$ cat src/rtl/ex_stage_pkg.sv
// ex_stage_pkg
//   Shared definitions for the execute stage of the 4-thread barrel pipeline:
//   ALU func3 encodings, thread geometry, and the width and saturating
//   increment used by the per-thread useful-instruction counters.
package ex_stage_pkg;

  localparam logic [2:0] ALU_ADD  = 3'b000;
  localparam logic [2:0] ALU_SLL  = 3'b001;
  localparam logic [2:0] ALU_SLT  = 3'b010;
  localparam logic [2:0] ALU_SLTU = 3'b011;
  localparam logic [2:0] ALU_XOR  = 3'b100;
  localparam logic [2:0] ALU_SRL  = 3'b101;
  localparam logic [2:0] ALU_OR   = 3'b110;
  localparam logic [2:0] ALU_AND  = 3'b111;

  localparam int NUM_THREADS     = 4;
  localparam int THREAD_ID_WIDTH = $clog2(NUM_THREADS);
  localparam int COUNTER_WIDTH   = 16;

  // Counters stick at all-ones instead of wrapping.
  function automatic logic [COUNTER_WIDTH-1:0] sat_inc(input logic [COUNTER_WIDTH-1:0] v);
    return (v == '1) ? v : v + 1'b1;
  endfunction

endpackage

$ cat src/rtl/ex_alu.sv
// ex_alu
//   Purely combinational ALU of the execute stage.
//   Ports:
//     a, b      : operands (b already muxed between register and immediate)
//     func3     : operation select (ALU_* encodings)
//     func7     : arithmetic-shift select for the right shift
//     sub_en    : turns the func3=000 add into a subtract
//     addr_mode : forces a+b for load/store address generation
//     result    : operation result
module ex_alu
  import ex_stage_pkg::*;
#(
  parameter int WIDTH = 16
) (
  input  logic [WIDTH-1:0] a,
  input  logic [WIDTH-1:0] b,
  input  logic [2:0]       func3,
  input  logic             func7,
  input  logic             sub_en,
  input  logic             addr_mode,
  output logic [WIDTH-1:0] result
);

  logic [3:0] shamt;
  logic       lt_signed;
  logic       lt_unsigned;

  assign shamt       = b[3:0];
  assign lt_signed   = $signed(a) < $signed(b);
  assign lt_unsigned = a < b;

  always_comb begin
    result = '0;
    if (addr_mode) begin
      result = a + b;
    end else begin
      unique case (func3)
        ALU_ADD:  result = sub_en ? (a - b) : (a + b);
        ALU_SLL:  result = a << shamt;
        ALU_SLT:  result = {{(WIDTH-1){1'b0}}, lt_signed};
        ALU_SLTU: result = {{(WIDTH-1){1'b0}}, lt_unsigned};
        ALU_XOR:  result = a ^ b;
        ALU_SRL:  result = func7 ? WIDTH'($signed(a) >>> shamt) : (a >> shamt);
        ALU_OR:   result = a | b;
        ALU_AND:  result = a & b;
        default:  result = '0;
      endcase
    end
  end

endmodule

$ cat src/rtl/ex_stage.sv
// ex_stage
//   Execute stage: picks operand B, runs the ALU (or address adder), and
//   registers result plus forwarded control into the EX/MEM outputs with a
//   single cycle of latency. Also keeps one saturating counter per thread of
//   useful instructions, exposed through a registered debug read port.
//   Ports:
//     CLK, RST                     : clock, synchronous active-high reset
//     *_in, pc_carry_baggage_i     : ID/EX pipeline register contents
//     alu_result_o, store_data_o   : ALU result / address, store data
//     WRegEn_o .. pc_carry_baggage_o : forwarded control and tags
//     cnt_clr_i                    : clear all counters
//     cnt_rd_thread_i, cnt_rd_data_o : counter select and registered value
module ex_stage
  import ex_stage_pkg::*;
#(
  parameter int PROC_DATA_WIDTH        = 16,
  parameter int PROC_REGFILE_LOG2_DEEP = 5,
  parameter int INSTMEM_LOG2_DEEP      = 8
) (
  input  logic                              CLK,
  input  logic                              RST,
  input  logic                              WRegEn_in,
  input  logic                              WMemEn_in,
  input  logic                              alu_src_in,
  input  logic                              mem_to_reg_in,
  input  logic [PROC_DATA_WIDTH-1:0]        R1out_in,
  input  logic [PROC_DATA_WIDTH-1:0]        R2out_in,
  input  logic [PROC_DATA_WIDTH-1:0]        sign_ext_in,
  input  logic [PROC_REGFILE_LOG2_DEEP-1:0] WReg1_in,
  input  logic [2:0]                        func3_in,
  input  logic                              func7_in,
  input  logic [THREAD_ID_WIDTH-1:0]        thread_id_in,
  input  logic [INSTMEM_LOG2_DEEP-1:0]      pc_carry_baggage_i,
  output logic [PROC_DATA_WIDTH-1:0]        alu_result_o,
  output logic [PROC_DATA_WIDTH-1:0]        store_data_o,
  output logic                              WRegEn_o,
  output logic                              WMemEn_o,
  output logic                              mem_to_reg_o,
  output logic [PROC_REGFILE_LOG2_DEEP-1:0] WReg1_o,
  output logic [THREAD_ID_WIDTH-1:0]        thread_id_o,
  output logic [INSTMEM_LOG2_DEEP-1:0]      pc_carry_baggage_o,
  input  logic                              cnt_clr_i,
  input  logic [THREAD_ID_WIDTH-1:0]        cnt_rd_thread_i,
  output logic [COUNTER_WIDTH-1:0]          cnt_rd_data_o
);

  logic [PROC_DATA_WIDTH-1:0] op_b;
  logic [PROC_DATA_WIDTH-1:0] alu_result;
  logic                       sub_en;
  logic                       addr_mode;
  logic                       wreg_eff;
  logic                       useful;

  logic [COUNTER_WIDTH-1:0] cnt_q [NUM_THREADS];

  assign op_b      = alu_src_in ? sign_ext_in : R2out_in;
  // Immediate forms have no subtract; func7 only means sub for R-type.
  assign sub_en    = func7_in & ~alu_src_in;
  assign addr_mode = mem_to_reg_in | WMemEn_in;
  // Writes to x0 are squashed here so downstream never sees them.
  assign wreg_eff  = WRegEn_in & (WReg1_in != '0);
  assign useful    = wreg_eff | WMemEn_in;

  ex_alu #(
    .WIDTH(PROC_DATA_WIDTH)
  ) u_alu (
    .a        (R1out_in),
    .b        (op_b),
    .func3    (func3_in),
    .func7    (func7_in),
    .sub_en   (sub_en),
    .addr_mode(addr_mode),
    .result   (alu_result)
  );

  always_ff @(posedge CLK) begin
    if (RST) begin
      alu_result_o       <= '0;
      store_data_o       <= '0;
      WRegEn_o           <= 1'b0;
      WMemEn_o           <= 1'b0;
      mem_to_reg_o       <= 1'b0;
      WReg1_o            <= '0;
      thread_id_o        <= '0;
      pc_carry_baggage_o <= '0;
    end else begin
      alu_result_o       <= alu_result;
      store_data_o       <= R2out_in;
      WRegEn_o           <= wreg_eff;
      WMemEn_o           <= WMemEn_in;
      mem_to_reg_o       <= mem_to_reg_in;
      WReg1_o            <= WReg1_in;
      thread_id_o        <= thread_id_in;
      pc_carry_baggage_o <= pc_carry_baggage_i;
    end
  end

  // Clear has priority over a same-edge increment.
  always_ff @(posedge CLK) begin
    if (RST || cnt_clr_i) begin
      for (int i = 0; i < NUM_THREADS; i++) begin
        cnt_q[i] <= '0;
      end
    end else if (useful) begin
      cnt_q[thread_id_in] <= sat_inc(cnt_q[thread_id_in]);
    end
  end

  // Read port shows the counter as it stood before this edge's update.
  always_ff @(posedge CLK) begin
    if (RST) begin
      cnt_rd_data_o <= '0;
    end else begin
      cnt_rd_data_o <= cnt_q[cnt_rd_thread_i];
    end
  end

endmodule

$ cat config.mk
export PLATFORM = sky130hd
export DESIGN_NAME = ex_stage
export DESIGN_NICKNAME = d
export VERILOG_FILES = /design/src/rtl/ex_stage_pkg.sv /design/src/rtl/ex_alu.sv /design/src/rtl/ex_stage.sv
export SDC_FILE = /design/constraint.sdc
export NUM_CORES = 1
export LEC_CHECK = 0
export ABC_AREA = 1
export BUFFER_PORTS_ARGS = -buffer_cell sky130_fd_sc_hd__clkbuf_2
export CORE_MARGIN = 2
export CORE_UTILIZATION = 50
export CTS_CLUSTER_DIAMETER = 120
export CTS_CLUSTER_SIZE = 8
export DETAILED_ROUTE_END_ITERATION = 10
export PLACE_DENSITY_LB_ADDON = 0.15
export SKIP_LAST_GASP = 1
export SLEW_MARGIN = 20
export SYNTH_ARGS = -nofsm -noshare
export SYNTH_HDL_FRONTEND = slang
export SYNTH_SLANG_ARGS = --single-unit
$ cat constraint.sdc
create_clock -name CLK -period 5.5 [get_ports CLK]
set_input_delay 0.55 -clock CLK [delete_from_list [all_inputs] [get_ports CLK]]
set_output_delay 0.55 -clock CLK [all_outputs]
set_load 0.02 [all_outputs]
==> summary.txt <==
Global routing
  • Initial antenna violation count: 0
  • Met3 Use GR: 0.05094
  • First-pass GRT wire length: 55080 µm
  • Grt peak-use layer: met2
  • Total grt overflow: 0
  • Vias in the first global route: 10320
  • Largest net degree at the start of global routing: 55
  • Met1 Use GR: 0.4015
  • Tot GR Track Use: 0.3339
  • GRT met2 Usage: 0.5710

CTS
  • CTS tree: yes
  • # resized after CTS: 0
  • Setup bufs post-CTS: 0
  • Root Buffer: clkbuf_16
  • Worst-Skew Late Latency: 0.43 ns
  • Clk buf depth: 2
  • Sinks on Clock Net: 130
  • Post-CTS Hold Buffers: 0
  • Num CTS Buffers: 17
  • Clock transition at path regs: 0.07 ns
  • Htree depth: 4

Logic synthesis
  • Seq/Total Area, Yosys: 0.3261
  • Most common cell in the netlist: nand2_1
  • Synth Area in Compound Gates: 0.1564
  • Synthesized netlist net count: 1634
  • Number of synthesized flops with an enable pin: 64
  • Ys flop type: dfxtp_1
  • Xor/xnor cell area share of the yosys netlist: 0.01673
  • Multiplexer share of the synthesized area: 0
  • Synth area leaders: edfxtp_1 19%, dfxtp_1 13%, nand2_1 12%, inv_1 8.7%, nand3_1 8.6%
  • Share of the synthesized area in the top cell type: 0.1932
  • Largest area contributor in the netlist: edfxtp_1
  • YS warnings: 0
  • Post-Synth Simple-Gate Area: 0.3153
  • Syn avg cell area: 6.608 µm²
  • Combinational family with the most area after synthesis: simple AND/OR/NAND/NOR gates
  • Flops & latches, synth: 130
  • Synthesized area: 0.009946 mm²
  • Post-synthesis adder-cell area fraction: 0.06818
  • Distinct cells, synth: 43
  • Ys async rst share: 0
  • Most instantiated cells after synthesis: 307 x nand2_1, 230 x inv_1, 189 x nor2_1
  • Post-Syn Instances: 1505

Floorplan
  • Cell Rows: 51
  • Die ar.: 0.02104 mm²
  • Die Width: 145.0 µm
  • Ports: 142
  • Core Region: 0.01946 mm²
  • Height of the die: 145.0 µm
  • Starting density of the core: 0.5110

Setup path
  • CP Launch Type: input port
  • Critical path class: in -> reg
  • Required time of the critical path: 5.86 ns
  • FF-to-FF setup slack: 3.01 ns
  • CP arrival: 4.12 ns
  • Worst reg2reg endpoint: cnt_q[0][0]
  • RR Startpoint: cnt_q[3][0]
  • Path depth of the worst reg2reg path: 11
  • Setup crit end kind: register
  • Max FO, Critical Path: 21

Timing
  • Max-slew headroom: 0.3990
  • Worst Hold Slack: 0.3012 ns
  • Final Setup Violations: 0
  • Least-Margin Pin Slew: 0.8993 ns
  • Slew Limit Fails: 0
  • Hold Fails Final Rpt: 0
  • Setup TNS Final: 0 ns
  • Crit share post-route: 0.6847
  • RSZ-0062 raised after global routing: false
  • Tmin final: 3.766 ns
  • Clock skew: 0.01046 ns
  • FMAX: 265.6 MHz

Layout
  • Final #Nets: 1746
  • Finished Core Util: 0.5886
  • Share of post-route cells with drive strength above 1: 0.1436
  • Post-route cell area: 0.01146 mm²
  • Layout area overhead: 15.18%
  • Number of diodes: 0
  • Sequential Area: 0.003243 mm²
  • Fillers: 1904
  • Multi-input gate area: 0.005543 mm²

Hold path
  • Hold EP: store_data_o[7]
  • HP Class: in -> reg
  • Hold Path Depth: 3
  • Hold_sp: R2out_in[7]

Power and ir drop
  • Clock network power share: 0.387
  • Worst vdd ir: 203.5 µV
  • Internal power: 2.104 mW
  • Sw Share: 0.3397
  • Logic pwr share: 0.266
  • Power Density: 278.2 mW/mm²
  • Sequential Power Share: 0.347
  • Switching Power: 1.083 mW
  • P_leak: 5.825 nW

Route
  • Wire length per cell: 18.47 µm
  • Starting DRT DRC Count: 1053
  • Vias per cell: 5.618
  • Detailed-route via count: 10650
  • Residual DRC: 0
  • Initial DRT Pass Iterations: 8
  • Drt total wl: 35010 µm
  • ANT nets after route: 0

Place
  • Placed Area: 0.01083 mm²
  • Placed wire-length estimate: 26110 µm
  • Port Buffers: 141
  • GP Congestion: 0.9972

Run status
  • Status: finished, final reports clean

Flow run
  • Maxcap violations: 0
## placed cells by master (no fill, tap or decap), types with 6 or more instances in the layout
cell type  netlist  final
nand3_1        170    170
buf_4            2     14
clkbuf_16        0     17
nand4_1         12     12
clkbuf_2         0    141
edfxtp_1        64     64
xor2_1          15     15
o21ai_2          5      7
o21ai_1         13     14
o21ai_0         96     93
nor3_1          19     19
o22ai_1          8      8
dfxtp_1         66     66
inv_2            6      6
o211ai_1        24     24
nor2_2           7      7
a21oi_1         91     91
nor2_1         189    189
nand2_1        307    307
inv_1          230    230
ha_1            51     51
or2_2           15     15
o221ai_2         6      6
## logic make-up after synthesis
logic type | Yosys count
AO/OA/AOI/OAI | 267
XOR/XNOR | 19
adder cells (fa/ha/maj) | 53
buffers and inverters | 301
flip-flops | 130
AND/OR/NAND/NOR | 735
## layout make-up
| class | count | share of cell area |
|---|---|---|
| multi-input combinational | 1074 | 0.4838 |
| sequential | 130 | 0.2831 |
| inverter | 239 | 0.07831 |
| timing repair buffer | 155 | 0.07077 |
| clock buffer | 19 | 0.03779 |
| tap | 265 | 0.02894 |
| clock inverter | 13 | 0.01726 |
## metal layers
metal | vias to the layer above | part of all wire
met5 | - | 0
met2 | 536 | 0.48
met1 | 4866 | 0.40
met3 | 119 | 0.068
met4 | 0 | 0.057
li1 | 5126 | -
## stage by stage
stage	setup WS (ns)	std cells	total power [mW]
6_report	1.734	1895	3.187
3_5_place_dp	1.424	1863	1.950
4_1_cts	1.843	1895	3.179
5_1_grt	1.485	1895	3.330
2_1_floorplan	2.606	1505	1.682
3_3_place_gp	1.475	1863	1.951
## state kept, by name (all words and copies together), names as in the netlist
name                cells
WReg1_o                 5
WRegEn_o                1
thread_id_o             2
mem_to_reg_o            1
store_data_o           16
alu_result_o           16
WMemEn_o                1
cnt_q                  64
pc_carry_baggage_o      8
cnt_rd_data_o          16
## worst max-delay path by stage
| stage | startpoint | end | slack [ns] | cells past startpoint |
|---|---|---|---|---|
| after floorplan | alu_src_in | alu_result_o[9] | 2.61 | 18 |
| after global placement | alu_src_in | alu_result_o[14] | 1.48 | 19 |
| after detailed placement | alu_src_in | alu_result_o[14] | 1.42 | 19 |
| after CTS | alu_src_in | alu_result_o[14] | 1.84 | 19 |
| after global routing | alu_src_in | alu_result_o[14] | 1.49 | 19 |
| final | alu_src_in | alu_result_o[14] | 1.73 | 19 |
## critical path, stage by stage
cell	delay (ns)
clkbuf_2	0.08
buf_4	0.21
inv_1	0.50
nand2_1	0.27
nand2_1	0.53
ha_1	0.32
inv_1	0.09
fa_1	0.44
inv_1	0.12
nand3_1	0.08
nand2_1	0.16
nand3_1	0.09
nand2_1	0.12
nand3_1	0.12
nand2_1	0.09
nand2_1	0.06
nand3_1	0.07
nand3_1	0.08
a21oi_1	0.13
## power by group through the flow
stage,Combinational [mW],Clock (mW),Sequential [mW]
6_report,0.847,1.23,1.11
5_1_grt,0.934,1.29,1.11
4_1_cts,0.831,1.24,1.10
3_5_place_dp,0.825,0,1.13
3_3_place_gp,0.826,0,1.12
2_1_floorplan,0.518,0,1.16
Note: power is estimated with default switching activity, not from simulation.
